### config.mk
export PLATFORM = sky130hd
export DESIGN_NAME = tuart_tx
export DESIGN_NICKNAME = d
export VERILOG_FILES = /design/src/rtl/tuart_pkg.sv /design/src/rtl/tuart_tx_word.sv /design/src/rtl/tuart_tx.sv
export SDC_FILE = /design/constraint.sdc
export NUM_CORES = 1
export LEC_CHECK = 0
export CORE_MARGIN = 3
export CORE_UTILIZATION = 45
export DETAILED_ROUTE_END_ITERATION = 16
export PLACE_DENSITY_LB_ADDON = 0.2
export SLEW_MARGIN = 20
export SYNTH_ARGS = -nofsm -noshare
export SYNTH_HDL_FRONTEND = slang
export SYNTH_SLANG_ARGS = --single-unit
### constraint.sdc
create_clock -name clk_i -period 2.9 [get_ports clk_i]
set_input_delay 0.58 -clock clk_i [delete_from_list [all_inputs] [get_ports clk_i]]
set_output_delay 0.58 -clock clk_i [all_outputs]
set_load 0.02 [all_outputs]
### src/rtl/tuart_pkg.sv
// Shared UART definitions for the host-link transmitter and receiver.
// Frame levels and the serializer state set live here so both directions agree.
package tuart_pkg;

    typedef enum logic [1:0] {
        IDLE,
        START,
        DATA,
        STOP
    } tx_state_e;

    localparam logic START_BIT  = 1'b0;
    localparam logic STOP_BIT   = 1'b1;
    localparam logic IDLE_LEVEL = 1'b1;

endpackage

### src/rtl/tuart_tx_word.sv
// Serializes one word as start bit, WORD_BITS data bits (LSB first), stop bit.
// A strobe in the last stop cycle chains the next frame with no idle gap.
module tuart_tx_word
    import tuart_pkg::*;
#(
    parameter int WORD_BITS   = 8,
    parameter int CLK_PER_BIT = 5
) (
    input  logic                 clk_i,
    input  logic                 rst_i,
    input  logic                 word_stb_i,
    input  logic [WORD_BITS-1:0] word_data_i,
    output logic                 word_done_o,
    output logic                 word_busy_o,
    output logic                 tx_o
);

    localparam int BAUD_W = $clog2(CLK_PER_BIT);
    localparam int BIT_W  = $clog2(WORD_BITS + 1);

    tx_state_e            state_q, state_d;
    logic [BAUD_W-1:0]    baud_q, baud_d;
    logic [BIT_W-1:0]     bit_q, bit_d;
    logic [WORD_BITS-1:0] shift_q, shift_d;
    logic                 tx_q, tx_d;
    logic                 baud_last;
    logic                 bit_last;

    always_ff @(posedge clk_i) begin
        if (rst_i) begin
            state_q <= IDLE;
            baud_q  <= '0;
            bit_q   <= '0;
            tx_q    <= IDLE_LEVEL;
        end else begin
            state_q <= state_d;
            baud_q  <= baud_d;
            bit_q   <= bit_d;
            tx_q    <= tx_d;
        end
    end

    always_ff @(posedge clk_i) begin
        shift_q <= shift_d;
    end

    always_comb begin
        state_d     = state_q;
        baud_d      = baud_q;
        bit_d       = bit_q;
        shift_d     = shift_q;
        tx_d        = tx_q;
        baud_last   = (baud_q == BAUD_W'(CLK_PER_BIT - 1));
        bit_last    = (bit_q == BIT_W'(WORD_BITS - 1));
        word_done_o = (state_q == STOP) && baud_last;
        word_busy_o = (state_q != IDLE);

        case (state_q)
            IDLE: begin
                tx_d = IDLE_LEVEL;
                if (word_stb_i) begin
                    state_d = START;
                    baud_d  = '0;
                    shift_d = word_data_i;
                    tx_d    = START_BIT;
                end
            end
            START: begin
                if (baud_last) begin
                    state_d = DATA;
                    baud_d  = '0;
                    bit_d   = '0;
                    tx_d    = shift_q[0];
                end else begin
                    baud_d = baud_q + BAUD_W'(1);
                end
            end
            DATA: begin
                if (baud_last) begin
                    baud_d = '0;
                    if (bit_last) begin
                        state_d = STOP;
                        tx_d    = STOP_BIT;
                    end else begin
                        bit_d   = bit_q + BIT_W'(1);
                        shift_d = shift_q >> 1;
                        tx_d    = shift_d[0];
                    end
                end else begin
                    baud_d = baud_q + BAUD_W'(1);
                end
            end
            STOP: begin
                if (baud_last) begin
                    baud_d = '0;
                    // Chained word: go straight to its start bit from the last stop cycle.
                    if (word_stb_i) begin
                        state_d = START;
                        shift_d = word_data_i;
                        tx_d    = START_BIT;
                    end else begin
                        state_d = IDLE;
                        tx_d    = IDLE_LEVEL;
                    end
                end else begin
                    baud_d = baud_q + BAUD_W'(1);
                end
            end
            default: begin
                state_d = IDLE;
                tx_d    = IDLE_LEVEL;
            end
        endcase
    end

    assign tx_o = tx_q;

endmodule

### src/rtl/tuart_tx.sv
// Host-link UART transmitter: latches a multi-word sample plus enable mask and
// streams each enabled word, lowest index first, as back-to-back 8N1 frames.
module tuart_tx
    import tuart_pkg::*;
#(
    parameter int WORD_BITS   = 8,
    parameter int XFER_WORDS  = 4,
    parameter int CLK_PER_BIT = 5
) (
    input  logic                            clk_i,
    input  logic                            rst_i,
    input  logic [WORD_BITS*XFER_WORDS-1:0] data_i,
    input  logic [XFER_WORDS-1:0]           en_i,
    input  logic                            stb_i,
    output logic                            rdy_o,
    output logic                            tx_o
);

    localparam int                IDX_W   = $clog2(XFER_WORDS + 1);
    localparam logic [IDX_W-1:0]  NO_WORD = IDX_W'(XFER_WORDS);

    if (CLK_PER_BIT < 2) begin : g_cpb_check
        $error("tuart_tx: CLK_PER_BIT must be 2 or more");
    end

    logic                            busy_q;
    logic [XFER_WORDS-1:0]           pend_q;
    logic [WORD_BITS*XFER_WORDS-1:0] data_q;
    logic [XFER_WORDS-1:0]           src_mask, rem_mask;
    logic [WORD_BITS*XFER_WORDS-1:0] src_data;
    logic [IDX_W-1:0]                nxt_idx;
    logic [WORD_BITS-1:0]            word_data;
    logic                            have_word, accept, word_stb, word_done, word_busy;

    // While idle the selection looks at the live inputs so the first start bit
    // leaves on the accepting edge; afterwards it works from the latched copy.
    always_comb begin
        accept    = stb_i && !busy_q;
        src_mask  = busy_q ? pend_q : en_i;
        src_data  = busy_q ? data_q : data_i;
        nxt_idx   = NO_WORD;
        word_data = '0;
        rem_mask  = src_mask;
        for (int n = XFER_WORDS - 1; n >= 0; n--) begin
            if (src_mask[n]) begin
                nxt_idx   = IDX_W'(n);
                word_data = src_data[n*WORD_BITS +: WORD_BITS];
            end
        end
        for (int n = 0; n < XFER_WORDS; n++) begin
            if (nxt_idx == IDX_W'(n)) rem_mask[n] = 1'b0;
        end
        have_word = (nxt_idx != NO_WORD);
        word_stb  = have_word && (accept || (busy_q && word_done));
    end

    always_ff @(posedge clk_i) begin
        if (rst_i) begin
            busy_q <= 1'b0;
            pend_q <= '0;
        end else if (accept) begin
            busy_q <= 1'b1;
            pend_q <= rem_mask;
        end else if (busy_q) begin
            if (word_stb) begin
                pend_q <= rem_mask;
            end else if (!word_busy || word_done) begin
                busy_q <= 1'b0;
            end
        end
    end

    always_ff @(posedge clk_i) begin
        if (accept) data_q <= data_i;
    end

    tuart_tx_word #(
        .WORD_BITS   (WORD_BITS),
        .CLK_PER_BIT (CLK_PER_BIT)
    ) u_word (
        .clk_i       (clk_i),
        .rst_i       (rst_i),
        .word_stb_i  (word_stb),
        .word_data_i (word_data),
        .word_done_o (word_done),
        .word_busy_o (word_busy),
        .tx_o        (tx_o)
    );

    assign rdy_o = !busy_q;

endmodule

==> summary.md <==
| Metric | Value |
|---|---|
| Final Routed Wirelength | 6.53 mm |
| Clock period minus worst slack | 2630 ps |
| Final Max Slew Viols | 0 |
| Pwr Density | 601 nW/um^2 |
| Vias per cell | 5.91 |
| Routability cong. | 0.858 |
| Status | complete, no violations |
| DR WL/cell | 17.2 um |
| Post-synthesis compound-gate area fraction | 0.229 |
| Vias in the first global route | 2180 |
| Leakage power | 1.25 nW |
| TritonCTS buffer count | 5 |
| CTS H-tree depth | 2 |
| Initial drt markers | 88 |
| CTS Hold Bufs | 0 |
| Highest clock rate | 0.380 GHz |
| Final setup fails | 0 |
| Unrepaired setup endpoints after global routing | no |
| # rows | 28 |
| XOR/XNOR share of the synthesized area | 0 |
| Peak supply drop | 0.356 mV |
| Post-CTS Resized | 0 |
| First-pass iteration count of the detailed router | 4 |
| Worst setup EP type | output pin |
| Max_slew headroom | 0.506 |
| Crit Path Max Fanout | 30 |
| Required time worst endpoint | 2320 ps |
| Worst setup SP type | flip-flop |
| Post-route antenna net violation count | 0 |
| Die ar. | 7620 um^2 |
| Syn avg cell area | 11.3 um^2 |
| Largest family of logic cells by synthesized area | compound AO/OA/AOI/OAI gates |
| HPWL after DPL | 4.87 mm |
| Die Y | 87.3 um |
| Clk_skew | 6.58 ps |
| Layout cells sized above 1 | 0.115 |
| Worst Hold Depth | 1 |
| Worst Reg2Reg Path Length in Cells | 5 |
| Antenna violations before repair | 0 |
| Sink Count | 55 |
| Max-cap viol count | 0 |
| Chip width | 87.3 um |
| Num ports | 41 |
| Initial Utilization | 0.482 |
| Synth Flop Type | edfxtp_1 |
| Residual DRC count | 0 |
| Number of port buffers | 40 |
| Seq/Total Area, Yosys | 0.505 |
| Mux contribution to synthesized area | 0.0286 |
| Pin count of the biggest net entering global routing | 38 |
| Tot GR Track Use | 0.181 |
| Core area | 6170 um^2 |
| Post CTS Setup Buffer Count | 0 |
| Crit path DAT | 2050 ps |
| Diode count | 0 |
| Final Hold Viols | 0 |
| Root Buffer | clkbuf_8 |
| Post-Synth Simple-Gate Area | 0.159 |
| Global-route wire length before repair | 10.8 mm |
| Final net count | 351 |
| Dpl cells | 372 |
| Gr ovfl total | 0 |
| Setup TNS | 0 ps |
| Finished Layout Cells | 380 |
| Via count | 2247 |
| Tcrit/Tclk final | 0.908 |
| Kind of critical path | flip-flop to output pin |
| Post-Synthesis Cells | 264 |
| Yosys warning count | 0 |
| Worst-Skew Late Latency | 320 ps |
| Ys async rst share | 0 |
| HP Class | flip-flop to flip-flop |
| Syn-to-layout area delta | 19.2% |
| Synthesized net count | 311 |
| Number of flops mapped to enable cells by yosys | 40 |
| Clock Path Buffers | 2 |
| Synthesized flop and latch total | 55 |
| Post-Synth Adder-Cell Area | 0.0337 |
| Tightest Pin Transition | 723 ps |
| TritonCTS clock tree | built |
| Mapped cell area | 2970 um^2 |
| Clock slew at reported path FFs | 100 ps |
| Unique masters post-synth | 64 |
## per-layer routing
metal | wire [um] | track usage | vias to the layer above
met5 | 0 | 0 | -
met4 | 61 | 0.0446 | 0
met3 | 290 | 0.0445 | 7
met2 | 3040 | 0.281 | 48
met1 | 3140 | 0.254 | 1076
li1 | - | - | 1116
## worst max-delay path: stages (launching register included)
cell and delay (ps):
dfxtp_2 640, buf_4 400, inv_1 120, clkdlybuf4s50_1 570
## per-stage QoR
stage	setup WS [ps]	cell area, um^2	util	power (mW)	hold WS [ps]
floorplan	618	2970	-	1.50	443
global placement	288	3450	0.560	1.70	471
detailed placement	212	3450	0.560	1.71	474
CTS	273	3540	0.575	2.15	493
global route	142	3540	0.575	2.26	522
finish	267	3540	0.575	2.13	500
## kinds of logic after synthesis
family | count (synthesis)
compound gates | 83
buf+inv | 29
fa+ha+maj | 8
simple gates | 81
flops | 55
mux | 8
## where the power goes
group          switching (mW)  internal, mW  total, mW
clock                   0.270         0.174      0.443
sequential             0.0589         0.963       1.02
combinational           0.378         0.287      0.665
total                   0.706          1.42       2.13
## final cells by class
class | count | area (um^2)
inverters | 14 | 52.6
well taps | 75 | 93.8
repair buffers | 48 | 460
clock buffers | 5 | 68.8
multi-input cells | 180 | 1340
flip-flops and latches | 55 | 1500
clock inverters | 3 | 22.5
fillers | 549 | 2620
## worst paths after layout
kind	startpoint	to	slack, ps
worst min register to register	u_word.bit_q[3]	u_word.bit_q[3]	500
worst min-delay path	u_word.bit_q[3]	u_word.bit_q[3]	500
worst max-delay path	busy_q	rdy_o	270
worst max register to register	busy_q	u_word.shift_q[7]	470
## layout by cell type, fill, tap and decap left out, types with 6 or more instances in the layout
master           count
nand3_1              6
dfxtp_1             14
inv_1               14
ha_1                 8
and3_1               6
a2111oi_0            6
nand2_1             20
clkdlybuf4s50_1     40
mux2i_1              7
a31oi_1              6
buf_4                8
nor3_1               6
nor2_1               8
a21oi_1             14
nor2b_1              8
edfxtp_1            40
## cells in the mapped netlist, types with 4 or more instances
library cell / n / share of area
dfxtp_1: 15 / 0.10
mux2i_1: 7 / 0.024
o22ai_1: 5 / 0.011
nor2b_1: 8 / 0.017
nor3_1: 6 / 0.010
clkbuf_1: 9 / 0.011
a2111oi_0: 6 / 0.018
edfxtp_1: 40 / 0.40
o41ai_2: 5 / 0.027
nor2_1: 8 / 0.010
a32o_1: 4 / 0.013
a31oi_1: 6 / 0.013
nand2_1: 20 / 0.025
nand3_1: 6 / 0.010
ha_1: 8 / 0.034
nor3b_1: 4 / 0.010
inv_1: 14 / 0.018
a21oi_1: 14 / 0.024
a211oi_1: 5 / 0.013
and3_1: 6 / 0.013
## flip-flops by register name, indices dropped and copies added (netlist names)
name            cells
u_word.tx_o         1
data_q             32
u_word.shift_q      8
busy_q              1
u_word.state_q      2
u_word.bit_q        4
pend_q              4
u_word.baud_q       3
Note: power is estimated with default switching activity, not from simulation.
